===== src/rtl/sqrt_iter_if.sv =====
// Operand/result bundle for the FP16 square-root iteration stage.
// slave = the sqrt stage, master = whoever feeds it and consumes its result.
interface sqrt_iter_if #(
  parameter int MANT_W = 11,
  parameter int EXP_W  = 7
);
  logic              u_valid;
  logic              in_ready;
  logic              sign_in;
  logic [EXP_W-1:0]  exp_in;
  logic [MANT_W-1:0] mant_in;
  logic              is_nan_in;
  logic              is_pinf_in;
  logic              is_ninf_in;
  logic              is_zero_in;

  logic              it_valid;
  logic              sign_out;
  logic [EXP_W-1:0]  exp_out;
  logic [MANT_W-1:0] mant_out;
  logic              is_nan_out;
  logic              is_pinf_out;
  logic              is_ninf_out;
  logic              result_out;

  modport slave (
    input  u_valid, sign_in, exp_in, mant_in,
           is_nan_in, is_pinf_in, is_ninf_in, is_zero_in,
    output in_ready, it_valid, sign_out, exp_out, mant_out,
           is_nan_out, is_pinf_out, is_ninf_out, result_out
  );

  modport master (
    output u_valid, sign_in, exp_in, mant_in,
           is_nan_in, is_pinf_in, is_ninf_in, is_zero_in,
    input  in_ready, it_valid, sign_out, exp_out, mant_out,
           is_nan_out, is_pinf_out, is_ninf_out, result_out
  );
endinterface


===== src/rtl/sqrt_iter.sv =====
// FP16 square-root iteration stage: restoring digit-by-digit root, one bit per cycle.
// Define SQRT_ROUND_NEAREST_EN to compute a guard bit and round half-up.
module sqrt_iter #(
  parameter int MANT_W = 11,
  parameter int EXP_W  = 7
) (
  input logic        clk,
  input logic        rst_n,
  input logic        enable,
  sqrt_iter_if.slave bus
);

`ifdef SQRT_ROUND_NEAREST_EN
  localparam int STEPS = MANT_W + 1;
`else
  localparam int STEPS = MANT_W;
`endif
  localparam int RAD_W  = 2 * STEPS;
  localparam int ROOT_W = STEPS;
  localparam int REM_W  = STEPS + 2;
  localparam int SH_W   = REM_W + 2;
  localparam logic [3:0]       LAST     = 4'(STEPS - 1);
  localparam logic [EXP_W-1:0] EXP_ZERO = EXP_W'(-15);

  typedef enum logic [1:0] {IDLE, CALC, DONE} state_t;

  state_t state_q, state_d;

  logic [RAD_W-1:0]  rad_q;
  logic [REM_W-1:0]  rem_q;
  logic [ROOT_W-1:0] root_q;
  logic [3:0]        cnt_q;

  logic              sign_q;
  logic [EXP_W-1:0]  exp_q;
  logic [MANT_W-1:0] mant_q;
  logic              nan_q;
  logic              pinf_q;
  logic              ninf_q;
  logic              res_q;

  logic                    accept;
  logic                    is_special;
  logic [RAD_W-1:0]        rad_init;
  logic signed [EXP_W-1:0] exp_half;
  logic [SH_W-1:0]         rem_sh;
  logic [SH_W-1:0]         trial;
  logic                    step_ge;
  logic [REM_W-1:0]        rem_nx;
  logic [ROOT_W-1:0]       root_nx;
`ifdef SQRT_ROUND_NEAREST_EN
  logic [MANT_W:0]         rounded;
`endif

  assign accept     = enable && bus.u_valid && (state_q == IDLE);
  assign is_special = bus.is_nan_in || bus.is_pinf_in || bus.is_ninf_in ||
                      bus.is_zero_in || bus.sign_in;

  // Odd exponents fold one factor of two into the radicand so the halved exponent is exact.
  assign exp_half = $signed(bus.exp_in) >>> 1;

  always_comb begin
    rad_init = {bus.mant_in, {(RAD_W-MANT_W){1'b0}}};
    if (!bus.exp_in[0]) begin
      rad_init = rad_init >> 1;
    end
  end

  always_comb begin
    rem_sh  = {rem_q, rad_q[RAD_W-1 -: 2]};
    trial   = SH_W'({root_q, 2'b01});
    step_ge = (rem_sh >= trial);
    rem_nx  = step_ge ? REM_W'(rem_sh - trial) : REM_W'(rem_sh);
    root_nx = {root_q[ROOT_W-2:0], step_ge};
  end

`ifdef SQRT_ROUND_NEAREST_EN
  assign rounded = {1'b0, root_nx[ROOT_W-1:1]} + {{MANT_W{1'b0}}, root_nx[0]};
`endif

  always_ff @(posedge clk) begin
    if (!rst_n) begin
      state_q <= IDLE;
    end else begin
      state_q <= state_d;
    end
  end

  always_comb begin
    state_d = state_q;
    if (enable) begin
      case (state_q)
        IDLE: begin
          if (bus.u_valid) begin
            state_d = is_special ? DONE : CALC;
          end
        end
        CALC: begin
          if (cnt_q == LAST) begin
            state_d = DONE;
          end
        end
        DONE:    state_d = IDLE;
        default: state_d = IDLE;
      endcase
    end
  end

  always_ff @(posedge clk) begin
    if (!rst_n) begin
      rad_q  <= '0;
      rem_q  <= '0;
      root_q <= '0;
      cnt_q  <= '0;
      sign_q <= 1'b0;
      exp_q  <= '0;
      mant_q <= '0;
      nan_q  <= 1'b0;
      pinf_q <= 1'b0;
      ninf_q <= 1'b0;
      res_q  <= 1'b0;
    end else if (enable) begin
      if (accept) begin
        rad_q  <= rad_init;
        rem_q  <= '0;
        root_q <= '0;
        cnt_q  <= '0;
        sign_q <= 1'b0;
        exp_q  <= exp_half;
        mant_q <= '0;
        nan_q  <= 1'b0;
        pinf_q <= 1'b0;
        ninf_q <= 1'b0;
        res_q  <= 1'b0;
        // Signed zero must win over the negative-operand NaN rule.
        if (bus.is_nan_in) begin
          nan_q <= 1'b1;
          exp_q <= '0;
        end else if (bus.is_zero_in) begin
          sign_q <= bus.sign_in;
          exp_q  <= EXP_ZERO;
        end else if (bus.sign_in || bus.is_ninf_in) begin
          nan_q <= 1'b1;
          exp_q <= '0;
        end else if (bus.is_pinf_in) begin
          pinf_q <= 1'b1;
          exp_q  <= '0;
        end
      end else if (state_q == CALC) begin
        rad_q  <= rad_q << 2;
        rem_q  <= rem_nx;
        root_q <= root_nx;
        cnt_q  <= cnt_q + 4'd1;
        if (cnt_q == LAST) begin
`ifdef SQRT_ROUND_NEAREST_EN
          if (rounded[MANT_W]) begin
            mant_q <= {1'b1, {(MANT_W-1){1'b0}}};
            exp_q  <= exp_q + EXP_W'(1);
          end else begin
            mant_q <= rounded[MANT_W-1:0];
          end
          res_q <= root_nx[0] | (rem_nx != '0);
`else
          mant_q <= root_nx;
          res_q  <= (rem_nx != '0);
`endif
        end
      end
    end
  end

  assign bus.in_ready    = (state_q == IDLE);
  assign bus.it_valid    = (state_q == DONE);
  assign bus.sign_out    = sign_q;
  assign bus.exp_out     = exp_q;
  assign bus.mant_out    = mant_q;
  assign bus.is_nan_out  = nan_q;
  assign bus.is_pinf_out = pinf_q;
  assign bus.is_ninf_out = ninf_q;
  assign bus.result_out  = res_q;

endmodule


===== src/flat_wrapper.sv =====
// flat-port wrapper written by rule: the top's interface ports become plain ports
module sqrt_iter_flat 
#(
  parameter int MANT_W = 11,
  parameter int EXP_W  = 7
)
  (clk, rst_n, enable, bus_u_valid, bus_sign_in, bus_exp_in, bus_mant_in, bus_is_nan_in, bus_is_pinf_in, bus_is_ninf_in, bus_is_zero_in, bus_in_ready, bus_it_valid, bus_sign_out, bus_exp_out, bus_mant_out, bus_is_nan_out, bus_is_pinf_out, bus_is_ninf_out, bus_result_out);
  sqrt_iter_if #(.MANT_W(MANT_W), .EXP_W(EXP_W)) bus_i ();
  input logic clk;
  input logic rst_n;
  input logic enable;
  input wire logic [$bits(bus_i.u_valid)-1:0] bus_u_valid;
  input wire logic [$bits(bus_i.sign_in)-1:0] bus_sign_in;
  input wire logic [$bits(bus_i.exp_in)-1:0] bus_exp_in;
  input wire logic [$bits(bus_i.mant_in)-1:0] bus_mant_in;
  input wire logic [$bits(bus_i.is_nan_in)-1:0] bus_is_nan_in;
  input wire logic [$bits(bus_i.is_pinf_in)-1:0] bus_is_pinf_in;
  input wire logic [$bits(bus_i.is_ninf_in)-1:0] bus_is_ninf_in;
  input wire logic [$bits(bus_i.is_zero_in)-1:0] bus_is_zero_in;
  output wire logic [$bits(bus_i.in_ready)-1:0] bus_in_ready;
  output wire logic [$bits(bus_i.it_valid)-1:0] bus_it_valid;
  output wire logic [$bits(bus_i.sign_out)-1:0] bus_sign_out;
  output wire logic [$bits(bus_i.exp_out)-1:0] bus_exp_out;
  output wire logic [$bits(bus_i.mant_out)-1:0] bus_mant_out;
  output wire logic [$bits(bus_i.is_nan_out)-1:0] bus_is_nan_out;
  output wire logic [$bits(bus_i.is_pinf_out)-1:0] bus_is_pinf_out;
  output wire logic [$bits(bus_i.is_ninf_out)-1:0] bus_is_ninf_out;
  output wire logic [$bits(bus_i.result_out)-1:0] bus_result_out;
  assign bus_i.u_valid = bus_u_valid;
  assign bus_i.sign_in = bus_sign_in;
  assign bus_i.exp_in = bus_exp_in;
  assign bus_i.mant_in = bus_mant_in;
  assign bus_i.is_nan_in = bus_is_nan_in;
  assign bus_i.is_pinf_in = bus_is_pinf_in;
  assign bus_i.is_ninf_in = bus_is_ninf_in;
  assign bus_i.is_zero_in = bus_is_zero_in;
  assign bus_in_ready = bus_i.in_ready;
  assign bus_it_valid = bus_i.it_valid;
  assign bus_sign_out = bus_i.sign_out;
  assign bus_exp_out = bus_i.exp_out;
  assign bus_mant_out = bus_i.mant_out;
  assign bus_is_nan_out = bus_i.is_nan_out;
  assign bus_is_pinf_out = bus_i.is_pinf_out;
  assign bus_is_ninf_out = bus_i.is_ninf_out;
  assign bus_result_out = bus_i.result_out;
  sqrt_iter #(.MANT_W(MANT_W), .EXP_W(EXP_W)) u_core (.clk(clk), .rst_n(rst_n), .enable(enable), .bus(bus_i));
endmodule

===== config.mk =====
export PLATFORM = sky130hd
export DESIGN_NAME = sqrt_iter_flat
export DESIGN_NICKNAME = d
export VERILOG_FILES = /design/src/rtl/sqrt_iter_if.sv /design/src/rtl/sqrt_iter.sv /design/src/flat_wrapper.sv
export SDC_FILE = /design/constraint.sdc
export NUM_CORES = 1
export LEC_CHECK = 0
export ABC_AREA = 1
export CAP_MARGIN = 20
export CORE_MARGIN = 4
export CORE_UTILIZATION = 60
export CTS_BUF_LIST = sky130_fd_sc_hd__clkbuf_8
export DETAILED_ROUTE_END_ITERATION = 8
export GPL_TIMING_DRIVEN = 1
export HOLD_SLACK_MARGIN = 0.15
export PLACE_DENSITY = 0.87
export SYNTH_ARGS = -nofsm -noshare
export SYNTH_HDL_FRONTEND = slang
export SYNTH_SLANG_ARGS = --single-unit
export TNS_END_PERCENT = 20

===== constraint.sdc =====
create_clock -name clk -period 3.1 [get_ports clk]
set_input_delay 0.775 -clock clk [delete_from_list [all_inputs] [get_ports clk]]
set_output_delay 0.775 -clock clk [all_outputs]
set_load 0.02 [all_outputs]

Word-level counts from Yosys, hierarchy flattened --
Index checks and enable logic that the tools add are counted.
Cells by class: reduce and logical (&&, ||, !) cells 15, mux-type cells 33, equality and inequality tests 5, $add $sub $neg 2, $lt $le $gt $ge 1
Operators by type and width (count):
- $mux 22 | 3
- $mux 11 | 5
- $mux 13 | 3
- $mux 7 | 4
- $ge 15x13->1 | 1
- $reduce_bool 13->1 | 1
- $sub 13x13->13 | 1
- $mux 1 | 12
- $mux 4 | 2
- $mux 2 | 3
- $reduce_and 3->1 | 2
- $logic_or 1x1->1 | 5
- $add 4x1->4 const B | 1
- $eq 4x4->1 const B | 1
- $pmux 2 s2 | 1
- $reduce_and 2->1 | 2
- $reduce_bool 2->1 | 2
- $eq 2x1->1 const B | 1
- $eq 2x2->1 const B | 1
- $logic_and 1x1->1 | 2
- $logic_not 2->1 | 1
- $ne 2x1->1 const B | 1
- $ne 2x2->1 const B | 1
Word-level totals: input bits 27, flip-flop bits (word level) 74, word-level logic and storage cells 67, output and inout bits 25

Logic depth before layout (Yosys ltp) --
Gate-level depths: netlist (run 1).
word-level depth 7, depth in mapped cells 17, gate-level depth less buffers 17

Worst setup path before layout (run 1) --
OpenSTA, ideal clock, no wires.
kind register to register, from register u_core.root_q[6], to register u_core.res_q, in the netlist u_core.bus.result_out, path slack 1099 ps, arrival 1892 ps, library setup time 109 ps, cell stages (with the launch flop) 18, data required time 2991 ps, period minus slack after synthesis 2001 ps, path buffers 1, cells stage by stage dfxtp_1 inv_1 ha_1 nand2_1 nand2_1 nand2_1 nand2_2 a21oi_4 nand3_4 buf_6 nand2_2 nand2_2 nor2_2 nand2_1 nor2_1 nand3_1 nand2_1 inv_1
On the way: word-level cells in the longest chain between the ends 6
Ends and longest elaborated chain:
- from (decl) | line sqrt_iter.sv:31 | logic [ROOT_W-1:0] root_q;
- from (signal assigned) | line sqrt_iter.sv:152 | root_q <= root_nx;
- $sub 13x13->13 or $ge 15x13->1 (tied branches) | line sqrt_iter.sv:73, sqrt_iter.sv:72
- $mux 13 * | line sqrt_iter.sv:73 | rem_nx = step_ge ? REM_W'(rem_sh - trial) : REM_W'(rem_sh);
- $reduce_bool 13->1 * | line sqrt_iter.sv:165 | res_q <= (rem_nx != '0);
- $mux 1 * | line sqrt_iter.sv:154 | if (cnt_q == LAST) begin
- $mux 1 * | line sqrt_iter.sv:149 | end else if (state_q == CALC) begin
- $mux 1 * | line sqrt_iter.sv:123 | if (accept) begin
- to (signal assigned) | line sqrt_iter.sv:165
- to (decl) | line sqrt_iter.sv:40 | logic res_q;
Mark *: on every way between the ends. The rest lies on a longest branch, timed or not. The select of a mux whose other input is x is not followed. A chain may end at the register's enable or synchronous reset.

Final worst setup path (run 1) --
Same ends and word-level chain as after synthesis.

==> results of run 1 <==
-- metrics by stage --
stage	total power [µW]	setup slack [ns]
2_1_floorplan	996.9	1.099
3_3_place_gp	1070	0.5295
3_5_place_dp	1074	0.4009
4_1_cts	1937	0.6567
5_1_grt	2003	0.3904
6_report	1937	0.6225
-- cells in the final DEF (no fill, tap or decap), types with 2 or more instances in the layout --
master,count
o21ai_0,29
bufinv_16,3
o211ai_1,3
nand2_2,6
inv_1,57
inv_2,3
nand3_1,19
nor2_2,4
ha_1,15
clkinv_1,2
a22oi_1,3
buf_4,6
clkdlybuf4s50_1,50
xor2_1,5
clkinv_2,2
nand4_1,10
a21oi_1,46
clkbuf_8,10
a21o_1,2
o21ai_1,2
nor3_1,3
a31oi_1,4
o21ai_2,2
nor2_1,68
nand2_1,166
dfxtp_1,63
o22ai_1,2
-- cell usage after synthesis, types with 5 or more instances --
library cell	count	area (µm²)
a21oi_1	46	230.2
buf_2	5	25.02
clkbuf_1	13	48.80
dfxtp_1	63	1261
ha_1	15	187.7
inv_1	57	214.0
nand2_1	166	623.1
nand2_2	6	37.54
nand3_1	19	95.09
nand4_1	10	62.56
nor2_1	68	255.2
o21ai_0	29	145.1
xor2_1	5	43.79
-- logic make-up after synthesis --
kind of cell / count (synthesis) / share of synthesized area
DFF: 63 / 0.3507
buffers and inverters: 84 / 0.09360
adders and majority gates: 15 / 0.05219
and+or+nand+nor: 284 / 0.3347
AOI/OAI and AO/OA: 98 / 0.1531
xor gates and xnor gates: 6 / 0.01461
other: 1 / 0.001043
-- registers in the layout, indices dropped and copies added, names as in the netlist --
register / cells
u_core.bus.exp_out: 6
u_core.bus.is_nan_out: 1
u_core.bus.is_pinf_out: 1
u_core.bus.mant_out: 11
u_core.bus.result_out: 1
u_core.bus.sign_out: 1
u_core.cnt_q: 4
u_core.rad_q: 12
u_core.rem_q: 13
u_core.root_q: 11
u_core.state_q: 2
-- where the power goes --
| part | internal, µW | total (µW) | switching, µW | leakage, µW |
|---|---|---|---|---|
| logic | 90.1 | 235 | 145 | 0.00125 |
| registers | 820 | 826 | 6.50 | 0.000509 |
| clock network | 553 | 876 | 323 | 0.000122 |
-- cell type report --
class	instances	area share
inverters	62	0.05322
clock buffers	10	0.03147
repair buffers	56	0.1247
clock inverters	6	0.02461
well taps	72	0.02060
flip-flops and latches	63	0.2884
multi-input cells	404	0.4569
-- routing by layer --
metal | vias to the layer above | global-route usage | share of wire
li1 | 1857 | - | -
met1 | 1667 | 0.3205 | 0.42
met2 | 155 | 0.4414 | 0.49
met3 | 23 | 0.06408 | 0.069
met4 | 0 | 0.1022 | 0.024
met5 | - | 0 | 0
-- final timing paths --
path | to | slack [ns]
hold / removal | u_core.cnt_q[2]$_SDFFE_PN0P_ | 0.46
hold reg to reg | u_core.cnt_q[2]$_SDFFE_PN0P_ | 0.46
setup / recovery | u_core.bus.result_out$_SDFFE_PN0P_ | 0.62
setup reg to reg | u_core.bus.result_out$_SDFFE_PN0P_ | 0.62
-- worst reg2reg max path: cells and delay by family, from the launching register on --
family	cells	cell delay, ns
AO/OA/AOI/OAI	1	0.31
AND/OR/NAND/NOR	12	1.30
flip-flops	1	0.31
buffers and inverters	2	0.10
adder cells (fa/ha/maj)	1	0.37
==> metrics.md, run 1 <==
| Metric | Value |
|---|---|
| # hold bufs at CTS | 0 |
| First-pass GRT wire length | 15400 µm |
| Post-layout instance area | 4373 µm² |
| Fin crit period | ~2.5 ns |
| Hold Slack | approximately 0.46 ns |
| Buffers plus inverters on the worst setup path | 2 |
| Leak pwr | ~0.0019 µW |
| Most used cell, CP | nand2_1 |
| Clock root buffer | clkbuf_8 |
| Total track usage | 0.2620 |
| Crit path from | u_core.root_q[6]$_SDFFE_PN0P_ |
| Peak supply drop | 0.3498 mV |
| # IOs | 52 |
| Cells after Synth | 551 |
| Cell area after synthesis | approximately 3600 µm² |
| Final net count | 638 |
| Number of CTS-inserted buffers | 9 |
| Worst hold start | u_core.cnt_q[2]$_SDFFE_PN0P_ |
| R2R cell count | 16 |
| Post-synthesis area per instance | approximately 6.5 µm² |
| Synth warn | 0 |
| Synth Flop Type | dfxtp_1 |
| Final ANT Viol Nets | 0 |
| TritonCTS Sinks | 63 |
| Area Growth Syn to Fin | 21.61% |
| Min-delay worst type | reg -> reg |
| Pwr/cell area | about 440 nW/µm² |
| Placer Congestion | 0.9686 |
| Critical Path RT | about 3.3 ns |
| Total number of vias | ~3700 |
| Worst path slowest cell | ha_1 |
| Gr ovfl total | 0 |
| Placed cells | 657 |
| Full die area | between 7000 and 8000 µm² |
| Crit-path leading delay family | simple AND/OR/NAND/NOR gates |
| Clock latency on the worst-skew pair | approximately 0.35 ns |
| Final setup viols | 0 |
| RSZ-0062 raised after global routing | false |
| Async SR Flop Fraction | 0 |
| Ratio of cells with drive above 1 in the final layout | 0.07155 |
| CTS H-tree lvls | 3 |
| Routed len/inst | around 14 µm |
| Final core utilization | 0.7751 |
| Max Clock Skew | between 0.01 and 0.015 ns |
| Vias per inst | 5.501 |
| ANT cells | 0 |
| Syn_nets | a little under 600 |
| Post-synth EDFFs | 0 |
| Layout filler cell count | around 440 |
| Crit Path Class | reg -> reg |
| Max-Slew Margin vs Limit | 0.4815 |
| Pins Over Slew Limit | 0 |
| HPWL after DPL | 6723 µm |
| CTS tree | yes |
| Final hold violation count | 0 |
| Worst Path Arrival | between 2 and 3 ns |
| DRT Wirelength | roughly 9300 µm |
| Non-Filler Instances | 673 |
| Initial DRC count | around 250 |
| IO buf count | 50 |
| Max stage delay on crit path | approximately 0.37 ns |
| Unique masters post-synth | 42 |
| Max cap viols | 0 |
| Post-CTS Setup Inserts | 0 |
| FMAX | ~400 MHz |
| R2R Path Start | u_core.root_q[6]$_SDFFE_PN0P_ |
| Worst hold stages | 2 |
| FF+latch count, synth | 63 |
| Status | complete, no violations |
| Residual DRC | 0 |
| Die height | between 80 and 90 µm |
| Crit. End Element | register |
| Slew @ Worst Pin | roughly 0.77 ns |
| Area taken by multi-input logic gates | roughly 2000 µm² |
| First drt pass iteration count | 5 |
| CP max FO | 16 |
| PostCTS Resize Cnt | 0 |
| Final period util | 0.7992 |
| Deepest clock path buffer count | 2 |
| Worst path depth | 16 |
| DP Area | a little over 4000 µm² |
| Storage cell area | 1261 µm² |
| Critical path, cell by cell | inv_1 -> ha_1 -> nand2_1 -> nand2_1 -> nand2_1 -> nand2_2 -> a21oi_4 -> nand3_4 -> nand2_1 -> nand2_1 -> nor2_1 -> nand2_1 -> nor2_1 -> nand3_1 -> nand2_1 -> inv_1 |
| Sequential element share of the synthesized area | 0.3507 |
| Largest net degree at the start of global routing | 37 |
| Initial core utilization | 0.6374 |
| TNS Setup | 0 ns |
| Die X | about 85 µm |
| Vias in the first global route | ~3400 |
| CP startpoint kind | register |
| Initial antenna violation count | 0 |
| Core area | between 5000 and 6000 µm² |
| Reg clk slew, reported paths | around 0.070 ns |
| Row Count | 27 |
(Power assumes the default switching activity.)
==> run 2: changes to the inputs <==
CORE_UTILIZATION = 57   (was 60)
PLACE_DENSITY = 0.83   (was 0.87)
clock period = 2.4 ns   (was 3.1 ns; I/O delays follow)
==> run 2 against run 1 <==
  * Power is 19% higher
  * Sequential power is 30% higher
  * Register-to-register slack worse by 0.49 ns
  * Clock skew shrank 0.0028 ns
  * Clock power up 3.4%
  * Hold slack worse by 0.0018 ns
==> metrics.md, run 2 (synthesized netlist as in run 1, its figures left out) <==
| Metric | Value |
|---|---|
| Status | complete, no violations (unchanged) |
| Final period util | 0.9429 (was 0.7992) |
| Reg clk slew, reported paths | 0.07 ns (about the same) |
| # IOs | 52 (unchanged) |
| Crit Path Class | reg -> reg (unchanged) |
| Crit. End Element | register (unchanged) |
| Deepest clock path buffer count | 2 (unchanged) |
| Residual DRC | 0 (unchanged) |
| Placer Congestion | 0.8983 (was 0.9686) |
| Final setup viols | 0 (unchanged) |
| Final hold violation count | 0 (unchanged) |
| Slew @ Worst Pin | 0.8300 ns (was 0.7749 ns) |
| First drt pass iteration count | 5 (unchanged) |
| Fin crit period | 2.263 ns (was 2.478 ns) |
| Reg2reg setup slack | 0.14 ns (was 0.62 ns) |
| R2R cell count | 17 (was 16) |
| Area Growth Syn to Fin | 25.75% (was 21.61%) |
| Routed len/inst | 13.86 µm (was 13.81 µm) |
| Pins Over Slew Limit | 0 (unchanged) |
| Crit path from | u_core.root_q[3]$_SDFFE_PN0P_ (was u_core.root_q[6]$_SDFFE_PN0P_) |
| Hold endpoint | u_core.bus.mant_out[10]$_SDFFE_PN0P_ (was u_core.cnt_q[2]$_SDFFE_PN0P_) |
| Die X | 87.43 µm (was 85.42 µm) |
| ANT cells | 0 (unchanged) |
| CTS H-tree lvls | 3 (unchanged) |
| Commonest cells after routing, fill and taps aside | 165 x nand2_1, 66 x nor2_1, 63 x dfxtp_1 (was 166 x nand2_1, 68 x nor2_1, 63 x dfxtp_1) |
| Gr ovfl total | 0 (unchanged) |
| Most common cell after layout, fill and taps aside | nand2_1 (unchanged) |
| Peak supply drop | 0.5187 mV (was 0.3498 mV) |
| Layout filler cell count | 482 (was 444) |
| Pwr/cell area | 511.0 nW/µm² (was 443.0 nW/µm²) |
| Leak pwr | 0.001964 µW (was 0.001885 µW) |
| Biggest regs | u_core.rem_q x13, u_core.rad_q x12 (unchanged) |
| Vias in the first global route | 3520 (was 3437) |
| DRT Wirelength | 9636 µm (was 9294 µm) |
| Core area | 6026 µm² (was 5642 µm²) |
| Post-layout instance area | 4522 µm² (was 4373 µm²) |
| CP max FO | 8 (was 16) |
| CTS tree | yes (unchanged) |
| Worst Path Arrival | 2.50 ns (was 2.72 ns) |
| Number of CTS-inserted buffers | 9 (unchanged) |
| Final net count | 657 (was 638) |
| Largest net degree at the start of global routing | 37 (unchanged) |
| Full die area | 7643 µm² (was 7296 µm²) |
| Final ANT Viol Nets | 0 (unchanged) |
| TritonCTS Sinks | 63 (unchanged) |
| # hold bufs at CTS | 0 (unchanged) |
| Vias per inst | 5.433 (was 5.501) |
| Initial DRC count | 369 (was 246) |
| Critical Path RT | 2.64 ns (was 3.34 ns) |
| Reg2reg end | u_core.bus.result_out$_SDFFE_PN0P_ (unchanged) |
| HPWL after DPL | 6896 µm (was 6723 µm) |
| Min-delay worst type | reg -> reg (unchanged) |
| First-pass GRT wire length | 15320 µm (was 15400 µm) |
| Clock latency on the worst-skew pair | 0.34 ns (was 0.35 ns) |
| Max Clock Skew | 0.008781 ns (was 0.01154 ns) |
| Initial core utilization | 0.5968 (was 0.6374) |
| Clock root buffer | clkbuf_8 (unchanged) |
| R2R Path Start | u_core.root_q[3]$_SDFFE_PN0P_ (was u_core.root_q[6]$_SDFFE_PN0P_) |
| DP Area | 4222 µm² (was 4128 µm²) |
| IO buf count | 50 (unchanged) |
| Total number of vias | 3776 (was 3702) |
| Worst hold stages | 2 (unchanged) |
| Row Count | 28 (was 27) |
| Max-Slew Margin vs Limit | 0.4446 (was 0.4815) |
| Total track usage | 0.2540 (was 0.2620) |
| Max reg flops | 13 (unchanged) |
| Max cap viols | 0 (unchanged) |
| Ratio of cells with drive above 1 in the final layout | 0.1113 (was 0.07155) |
| Initial antenna violation count | 0 (unchanged) |
| Die height | 87.43 µm (was 85.42 µm) |
| Biggest register | u_core.rem_q (unchanged) |
| FMAX | 441.9 MHz (was 403.6 MHz) |
| Worst hold start | u_core.bus.mant_out[10]$_SDFFE_PN0P_ (was u_core.cnt_q[2]$_SDFFE_PN0P_) |
| CP startpoint kind | register (unchanged) |
| Hold Slack | 0.4627 ns (was 0.4646 ns) |
run 2: changes by cell type in the layout (fill, tap and decap cells not counted), moves of 2 or more:
cell / before / now
ha_4: 0 / 2
nor2_1: 68 / 66
ha_1: 15 / 12
buf_4: 6 / 24
bufinv_16: 3 / 1
nor2_2: 4 / 6
run 2: power breakdown:
group	leakage (µW)	internal (µW)	switching, µW
logic	0.00136	140	198
registers	0.000509	1060	7.40
clock network	0.0000981	501	405
run 2: repair_timing:
| item | 4_1_cts | 5_1_grt |
|---|---|---|
| setup endpoints to repair | 0 | 2 |
| resized for setup | 0 | 9 |
| setup buffers | 0 | 6 |
run 2: worst max-delay path, cell delays in order, from the launching register on:
cell and delay [ns]:
dfxtp_1 0.31, inv_1 0.05, ha_1 0.37, nand2_2 0.12, inv_2 0.04, a21oi_1 0.16
nand2_1 0.12, nand2_4 0.15, nand3_4 0.14, buf_4 0.18, nand2_2 0.06, nand2_2 0.05
nor2_2 0.08, nand2_1 0.06, nor2_1 0.09, nand3_1 0.08, nand2_1 0.06, inv_1 0.03
run 2: stage by stage:
step	power, µW	utilization	setup slack [ns]	TNS (ns)	instances
after global routing	2419	0.7504	-0.006762	-0.006762	695
after CTS	2306	0.7334	0.04436	0	688
final	2310	0.7504	0.1371	0	695
after floorplan	1288	-	0.3992	0	551
after global placement	1393	0.7006	0.04974	0	672
after detailed placement	1398	0.7006	0.04060	0	672
run 2: how the worst max path moves through the flow:
stage,to,slack (ns)
detailed placement,u_core.bus.result_out$_SDFFE_PN0P_,0.04
global route,u_core.bus.result_out$_SDFFE_PN0P_,-0.007
global placement,u_core.bus.result_out$_SDFFE_PN0P_,0.05
CTS,u_core.bus.result_out$_SDFFE_PN0P_,0.04
floorplan,u_core.bus.result_out$_SDFFE_PN0P_,0.40
finish,u_core.bus.result_out$_SDFFE_PN0P_,0.14
run 2: area by class of cell:
| cell class | count | area (µm²) | area share |
|---|---|---|---|
| Clock inverter | 6 | 60.06 | 0.01328 |
| Sequential cell | 63 | 1261 | 0.2789 |
| Clock buffer | 10 | 137.6 | 0.03044 |
| Timing Repair Buffer | 74 | 680.7 | 0.1505 |
| Tap cell | 75 | 93.84 | 0.02075 |
| Multi-Input combinational cell | 405 | 2056 | 0.4546 |
| Inverter | 62 | 232.7 | 0.05147 |
run 2: layer usage:
| metal | vias to the layer above | GRT usage | wire length, µm |
|---|---|---|---|
| met5 | - | 0 | 0 |
| met3 | 37 | 0.06528 | 603 |
| met1 | 1693 | 0.2956 | 3930 |
| met4 | 0 | 0.1213 | 313 |
| li1 | 1897 | - | - |
| met2 | 149 | 0.4315 | 4789 |
==> run 3: changes to the inputs <==
GPL_TIMING_DRIVEN = unset   (was 1)
==> results of run 3 <==
No change in the layout: final DEF, timing and power equal those of run 2.
